--- src/rtl/pcie_vc_sched.sv ---
// Flow-control sequencer for the PCIe VC datapath: thresholds, pop strobes, VC0/VC1 WRR arbitration.
// Define PCIE_VC_STRICT_PRIO_EN to replace WRR with strict VC0-over-VC1 priority.
module pcie_vc_sched #(
   parameter int unsigned LENGTH  = 4,
   parameter int unsigned WEIGHT0 = 3,
   parameter int unsigned WEIGHT1 = 1
) (
   input  logic              clk,
   input  logic              reset,
   input  logic              init,
   input  logic [LENGTH-1:0] umbral_mf_in,
   input  logic [LENGTH-1:0] umbral_vc_in,
   input  logic [LENGTH-1:0] umbral_d_in,
   input  logic              main_empty,
   input  logic              vc0_empty,
   input  logic              vc1_empty,
   input  logic              vc0_pause,
   input  logic              vc1_pause,
   input  logic              d0_pause,
   input  logic              d1_pause,
   input  logic              fifo_error,
   output logic              pop_main,
   output logic              pop_vc0,
   output logic              pop_vc1,
   output logic [LENGTH-1:0] umbral_mf,
   output logic [LENGTH-1:0] umbral_vc,
   output logic [LENGTH-1:0] umbral_d,
   output logic [2:0]        state,
   output logic              cur_vc,
   output logic              idle,
   output logic              error
);

   localparam logic [2:0] ST_RESET  = 3'd0;
   localparam logic [2:0] ST_INIT   = 3'd1;
   localparam logic [2:0] ST_IDLE   = 3'd2;
   localparam logic [2:0] ST_ACTIVE = 3'd3;
   localparam logic [2:0] ST_ERROR  = 3'd4;

   localparam logic [3:0] W0 = 4'(WEIGHT0);
   localparam logic [3:0] W1 = 4'(WEIGHT1);

   logic [2:0]        state_q, state_d;
   logic [LENGTH-1:0] umbral_mf_q, umbral_mf_d;
   logic [LENGTH-1:0] umbral_vc_q, umbral_vc_d;
   logic [LENGTH-1:0] umbral_d_q, umbral_d_d;
   logic              cur_vc_q, cur_vc_d;
   logic [3:0]        credit_q, credit_d;
   logic              active, go, any_data;

   assign active   = (state_q == ST_ACTIVE);
   assign go       = active & ~(d0_pause | d1_pause);
   assign any_data = ~(main_empty & vc0_empty & vc1_empty);

   always_comb begin
      state_d     = state_q;
      umbral_mf_d = umbral_mf_q;
      umbral_vc_d = umbral_vc_q;
      umbral_d_d  = umbral_d_q;
      if (state_q != ST_RESET && fifo_error) begin
         state_d = ST_ERROR;
      end else begin
         case (state_q)
            ST_RESET: state_d = ST_INIT;
            ST_INIT: begin
               if (init) begin
                  umbral_mf_d = umbral_mf_in;
                  umbral_vc_d = umbral_vc_in;
                  umbral_d_d  = umbral_d_in;
               end else begin
                  state_d = ST_IDLE;
               end
            end
            ST_IDLE: begin
               if (init)          state_d = ST_INIT;
               else if (any_data) state_d = ST_ACTIVE;
            end
            ST_ACTIVE: begin
               if (init)           state_d = ST_INIT;
               else if (!any_data) state_d = ST_IDLE;
            end
            ST_ERROR: state_d = ST_ERROR;
            default:  state_d = ST_RESET;
         endcase
      end
   end

   assign pop_main = active & ~main_empty & ~(vc0_pause | vc1_pause);

`ifdef PCIE_VC_STRICT_PRIO_EN
   assign pop_vc0 = go & ~vc0_empty;
   assign pop_vc1 = go & ~vc1_empty & vc0_empty;

   always_comb begin
      cur_vc_d = 1'b0;
      credit_d = credit_q;
   end
`else
   logic       sel;
   logic       s;
   logic [3:0] w_s;

   // sel=1 picks VC1; an empty turn holder yields to the other VC (work-conserving)
   assign sel     = cur_vc_q ? ~vc1_empty : vc0_empty;
   assign pop_vc0 = go & ~sel & ~vc0_empty;
   assign pop_vc1 = go & sel & ~vc1_empty;
   assign s       = pop_vc1;
   assign w_s     = s ? W1 : W0;

   always_comb begin
      cur_vc_d = cur_vc_q;
      credit_d = credit_q;
      if (pop_vc0 | pop_vc1) begin
         if (s == cur_vc_q) begin
            if (credit_q == 4'd1) begin
               cur_vc_d = ~s;
               credit_d = s ? W0 : W1;
            end else begin
               credit_d = credit_q - 4'd1;
            end
         end else if (w_s == 4'd1) begin
            // borrowed turn that uses the whole weight hands the turn straight back
            cur_vc_d = ~s;
            credit_d = s ? W0 : W1;
         end else begin
            cur_vc_d = s;
            credit_d = w_s - 4'd1;
         end
      end
   end
`endif

   always_ff @(posedge clk) begin
      if (reset) begin
         state_q     <= ST_RESET;
         umbral_mf_q <= LENGTH'(1);
         umbral_vc_q <= LENGTH'(1);
         umbral_d_q  <= LENGTH'(1);
         cur_vc_q    <= 1'b0;
         credit_q    <= W0;
      end else begin
         state_q     <= state_d;
         umbral_mf_q <= umbral_mf_d;
         umbral_vc_q <= umbral_vc_d;
         umbral_d_q  <= umbral_d_d;
         cur_vc_q    <= cur_vc_d;
         credit_q    <= credit_d;
      end
   end

   assign umbral_mf = umbral_mf_q;
   assign umbral_vc = umbral_vc_q;
   assign umbral_d  = umbral_d_q;
   assign state     = state_q;
   assign cur_vc    = cur_vc_q;
   assign idle      = (state_q == ST_IDLE);
   assign error     = (state_q == ST_ERROR);

endmodule
--- config.mk ---
export PLATFORM = sky130hd
export DESIGN_NAME = pcie_vc_sched
export DESIGN_NICKNAME = d
export VERILOG_FILES = /design/src/rtl/pcie_vc_sched.sv
export SDC_FILE = /design/constraint.sdc
export NUM_CORES = 1
export LEC_CHECK = 0
export ABC_CLOCK_PERIOD_IN_PS = 2700
export BUFFER_PORTS_ARGS = -buffer_cell sky130_fd_sc_hd__buf_2
export CAP_MARGIN = 5
export CORE_MARGIN = 2
export CORE_UTILIZATION = 47
export CTS_BUF_LIST = sky130_fd_sc_hd__clkbuf_4 sky130_fd_sc_hd__clkbuf_8
export DETAILED_ROUTE_END_ITERATION = 6
export PLACE_DENSITY = 0.81
export SKIP_LAST_GASP = 1
export SYNTH_ARGS = -nofsm -noshare
export SYNTH_HDL_FRONTEND = slang
export SYNTH_SLANG_ARGS = --single-unit
--- constraint.sdc ---
create_clock -name clk -period 2.7 [get_ports clk]
set_input_delay 0.27 -clock clk [delete_from_list [all_inputs] [get_ports clk]]
set_output_delay 0.27 -clock clk [all_outputs]
set_load 0.01 [all_outputs]
# Word level (Yosys, flattened, before mapping)

Index checks and enable logic that the tools add are counted.

Bits in registers: 20
Word-level logic and storage cells: 67

Add/sub/neg operators: 2
Bitwise gates (word level): 20
Reduce and logical (&&, ||, !) cells: 8
Eq/ne operators: 14
Multiplexer cells: 16

Operators with widths:

| operator            | count |
|---|---|
| $mux 3              | 6 |
| $pmux 3 s5          | 1 |
| $mux 4              | 3 |
| $and 1x1->1         | 9 |
| $reduce_and 3->1    | 3 |
| $not 1->1           | 8 |
| $eq 3x2->1 const B  | 2 |
| $ne 3x3->1 const B  | 2 |
| $eq 4x1->1 const B  | 1 |
| $mux 1              | 4 |
| $mux 2              | 2 |
| $ne 4x2->1 const B  | 1 |
| $ne 4x4->1 const B  | 1 |
| $sub 4x1->4 const B | 1 |
| $eq 3x1->1 const B  | 1 |
| $eq 3x3->1 const B  | 1 |
| $logic_not 3->1     | 1 |
| $ne 3x2->1 const B  | 1 |
| $or 1x1->1          | 3 |
| $reduce_bool 3->1   | 1 |
| $sub 2x1->3 const B | 1 |
| $eq 2x1->1 const B  | 1 |
| $ne 2x1->1 const B  | 1 |
| $ne 2x2->1 const B  | 1 |
| 4 further kinds     | 4 |

# Logic depth before layout (Yosys ltp)

Depth in word-level cells: 9
Gate-level depth with buffers: 7

# Worst setup path before layout

OpenSTA, ideal clock, no wires.

Path kind: reg-to-reg
From: register state_q[1] (netlist: state[1])
To: register credit_q[2]
Slack: 314 ps
Setup time: 70 ps
Cell stages (with the launch flop): 7
Data arrival time: 2316 ps
Cells stage by stage: dfxtp_1 > and3b_1 > o2111ai_1 > ha_1 > or4b_1 > or3b_1 > a21oi_1

Word-level cells in the longest chain between the ends: 8

RTL lines:

| item                                      | RTL line | RTL |
|---|---|---|
| start, declared                           | 43       | `logic [2:0] state_q, state_d;` |
| start signal, assigned                    | 142      | `state_q <= state_d;` |
| $eq 3x2->1 (*)                            | 51       | `assign active = (state_q == ST_ACTIVE);` |
| $and 1x1->1 (*)                           | 52       | `assign go = active & ~(d0_pause \| d1_pause);` |
| $and 1x1->1 (2 in a row)                  | 106      | `assign pop_vc1 = go & sel & ~vc1_empty;` |
| $mux 2                                    | 108      | `assign w_s = s ? W1 : W0;` |
| $sub 2x1->3 or $eq 2x1->1 (tied branches) | 127, 121 |  |
| $mux 4                                    | 121      | `end else if (w_s == 4'd1) begin` |
| $mux 4                                    | 114      | `if (s == cur_vc_q) begin` |
| end signal, assigned                      | 147      | `credit_q <= credit_d;` |
| end, declared                             | 48       | `logic [3:0] credit_q, credit_d;` |

Every way passes the cells marked *; elsewhere a longest branch is shown, timed or not.
A chain may end at the register's enable or synchronous reset.

# Worst setup path in the final report

From: register state_q[1] (netlist: state[1])
To: register credit_q[3]

The elaborated chain is that of the path after synthesis.

==> results.cfg <==
[placement]
io_buffers = 43
numPlacedInstances = 170
dp_hpwl_um = 1505
gp_congestion = 0.8000

[cells_and_area]
antenna_cells = 0
area_growth_pct = 33.29
area.sequential_um2 = 400.4
final_cell_mix = 43 x buf_2, 20 x dfxtp_1, 16 x nor2_1
postLayoutCoreUtil = 0.6480
drive_gt1_frac = 0.3537
fillers = 160
final_nets = 174
finalNonFillerCells = 174
layout_commonest_cell = buf_2
multi_input_area_um2 = 493.0

[power_and_ir_drop]
power_frac_seq = 0.498
internal_power_uw = 492.3
p_leak_nw = 0.5556
swShare = 0.2220
switchingPower_uw = 140.5
power_frac_clock = 0.384
comb_power_share = 0.118
power_density_nw_per_um2 = 513.5
p_total_uw = 632.8
vdd_ir_drop_max_mv = 0.3903

[outcome]
status = complete, no violations

[die]
io_pins = 44
rows = 16
die_w_um = 48.36
die_y_um = 48.36
die-area_um2 = 2338
initial_core_util = 0.4862
coreArea_um2 = 1902

[worst_setup_path]
worstPathMaxFanout = 9
cp-startpoint = state[1]
max_stage_delay_ns = 0.58
cp.arrival_ns = 2.78
rrSetupSlack_ns = 0.16
crit_chain = and3b_1 -> o2111ai_1 -> ha_1 -> or4b_1 -> or3b_1 -> a21oi_1
reg2regPathDepth = 6
cpMaxStageDelayCell = or4b_1
timing.rr.start = state[1]
end_kind = flip-flop
r2r_end = credit_q[3]
setup.worst_path.class = reg -> reg
worst-endpoint-required_ns = 2.94
cp-start-kind = flip-flop
endpoint = credit_q[3]

[synthesis]
synthTopCellsByArea = dfxtp_1 43%, mux2i_1 9.7%, nor2_1 6.5%
synth_top_area_frac = 0.4330
yosysWarnings = 0
async_flop_share = 0
synth_seq_area_share = 0.4330
synth-seq-cells = 20
syn_area_per_cell_um2 = 9.155
synthCells = 101
synth-main-ff-cell = dfxtp_1
synth_cell_types = 27
synth_top_cell_by_area = dfxtp_1
netlist_area_um2 = 924.6
synth_edf_count = 0
syn_nets = 127

[clocking]
cts_resized = 0
clockBufferDepth = 2
clock_latency_ns = 0.30
numCtsBuffers = 3
htree_num_levels = 1
clkTransAtPathRegs_ns = 0.11
clockRootBuffer = clkbuf_4
hold_buffers = 0
cts_sinks = 20
cts_tree = yes
cts_setup_buffers = 0

[sta]
worst_slew_pin_slew_ns = 0.4539
fmax_mhz = 394.3
grt_setup_unrepaired = no
period_share = 0.9394
hold_violations = 0
final-max-slew-violation-count = 0
setup_violations = 0
fin_skew_ns = 0.005819
setup_tns_ns = 0
max_slew_margin = 0.6968
period_minus_slack_ns = 2.536

[drt]
drtIter0Drc = 16
vias = 912
via_per_inst = 5.241
drc = 0
wl_per_cell_um = 11.38
ant_nets = 0
first_pass_iters = 4
wirelength_um = 1980

[global_route]
gr-total-overflow = 0
grt_max_degree = 23
antenna_found_initial = 0
grt_usage = 0.1801
first_global_vias = 800
grt_pass1_wl_um = 3470

[worst_hold_path]
min_path_type = in -> reg
hold_depth = 2

[flow_run]
drv_cap = 0
-- worst min-delay path by stage --
stage / slack, ns / start / to
4_1_cts: 0.15 / umbral_mf_in[0] / umbral_mf[0]
5_1_grt: 0.16 / umbral_vc_in[0] / umbral_vc[0]
3_3_place_gp: 0.47 / umbral_d[2] / umbral_d[2]
2_1_floorplan: 0.39 / umbral_d_in[0] / umbral_d[0]
6_report: 0.16 / umbral_vc_in[0] / umbral_vc[0]
3_5_place_dp: 0.48 / umbral_d_in[0] / umbral_d[0]
-- power by group through the flow --
stage | Combinational [mW] | Clock (mW) | Sequential [mW]
CTS | 0.0753 | 0.250 | 0.315
global route | 0.0831 | 0.260 | 0.317
detailed placement | 0.0750 | 0 | 0.322
floorplan | 0.0344 | 0 | 0.326
global placement | 0.0731 | 0 | 0.321
finish | 0.0748 | 0.243 | 0.315
-- synth_stat cells (2+ instances only) --
master / number
a211o_1: 4
a211oi_1: 2
a21oi_1: 5
clkbuf_1: 2
dfxtp_1: 20
ha_1: 3
inv_1: 6
mux2i_1: 9
nand2_1: 3
nor2_1: 16
nor2b_1: 4
nor3_1: 4
nor3b_1: 3
nor4_1: 3
o2111ai_1: 2
o21ai_0: 3
or3b_1: 2
-- critical path, delay by kind of cell, from the launching register on --
kind | cells | cell delay (ns)
DFF | 1 | 0.49
and+or+nand+nor | 3 | 1.28
AOI/OAI and AO/OA | 2 | 0.36
adders and majority gates | 1 | 0.36
-- cells by family (layout without fill, tap and decap cells) --
logic type      count (synthesis)  after routing  synth area share
flops                          20             20            0.4330
compound gates                 19             19            0.1502
simple gates                   41             41            0.2382
buf+inv                         9             55           0.04060
mux                             9              9           0.09743
fa+ha+maj                       3              3           0.04060
-- layout make-up --
cell class	count	share of cell area
clock buffers	3	0.01827
clock inverters	1	0.02437
inverters	6	0.01827
multi-input cells	72	0.4000
flip-flops and latches	20	0.3249
well taps	27	0.02741
repair buffers	45	0.1868
-- sequential cells by signal (all words and copies together) (netlist names) --
name,cells
cur_vc,1
credit_q,4
state,3
umbral_vc,4
umbral_mf,4
umbral_d,4
-- per-stage QoR --
step	cell area [um^2]	hold WS (ns)	setup slack, ns
floorplan	924.6	0.3879	0.3138
CTS	1232	0.1548	0.1741
global route	1232	0.1554	0.03675
detailed placement	1180	0.4789	0.1997
finish	1232	0.1602	0.1636
global placement	1180	0.4685	0.3319
-- metal layers --
metal  global-route usage  up-vias  share of wire
li1                     -      459              -
met1               0.2539      410           0.48
met2               0.2778       41           0.43
met3              0.03704        2          0.077
met4              0.05714        0          0.011
met5                    0        -              0
No activity file was read; power rests on OpenSTA's default activity.
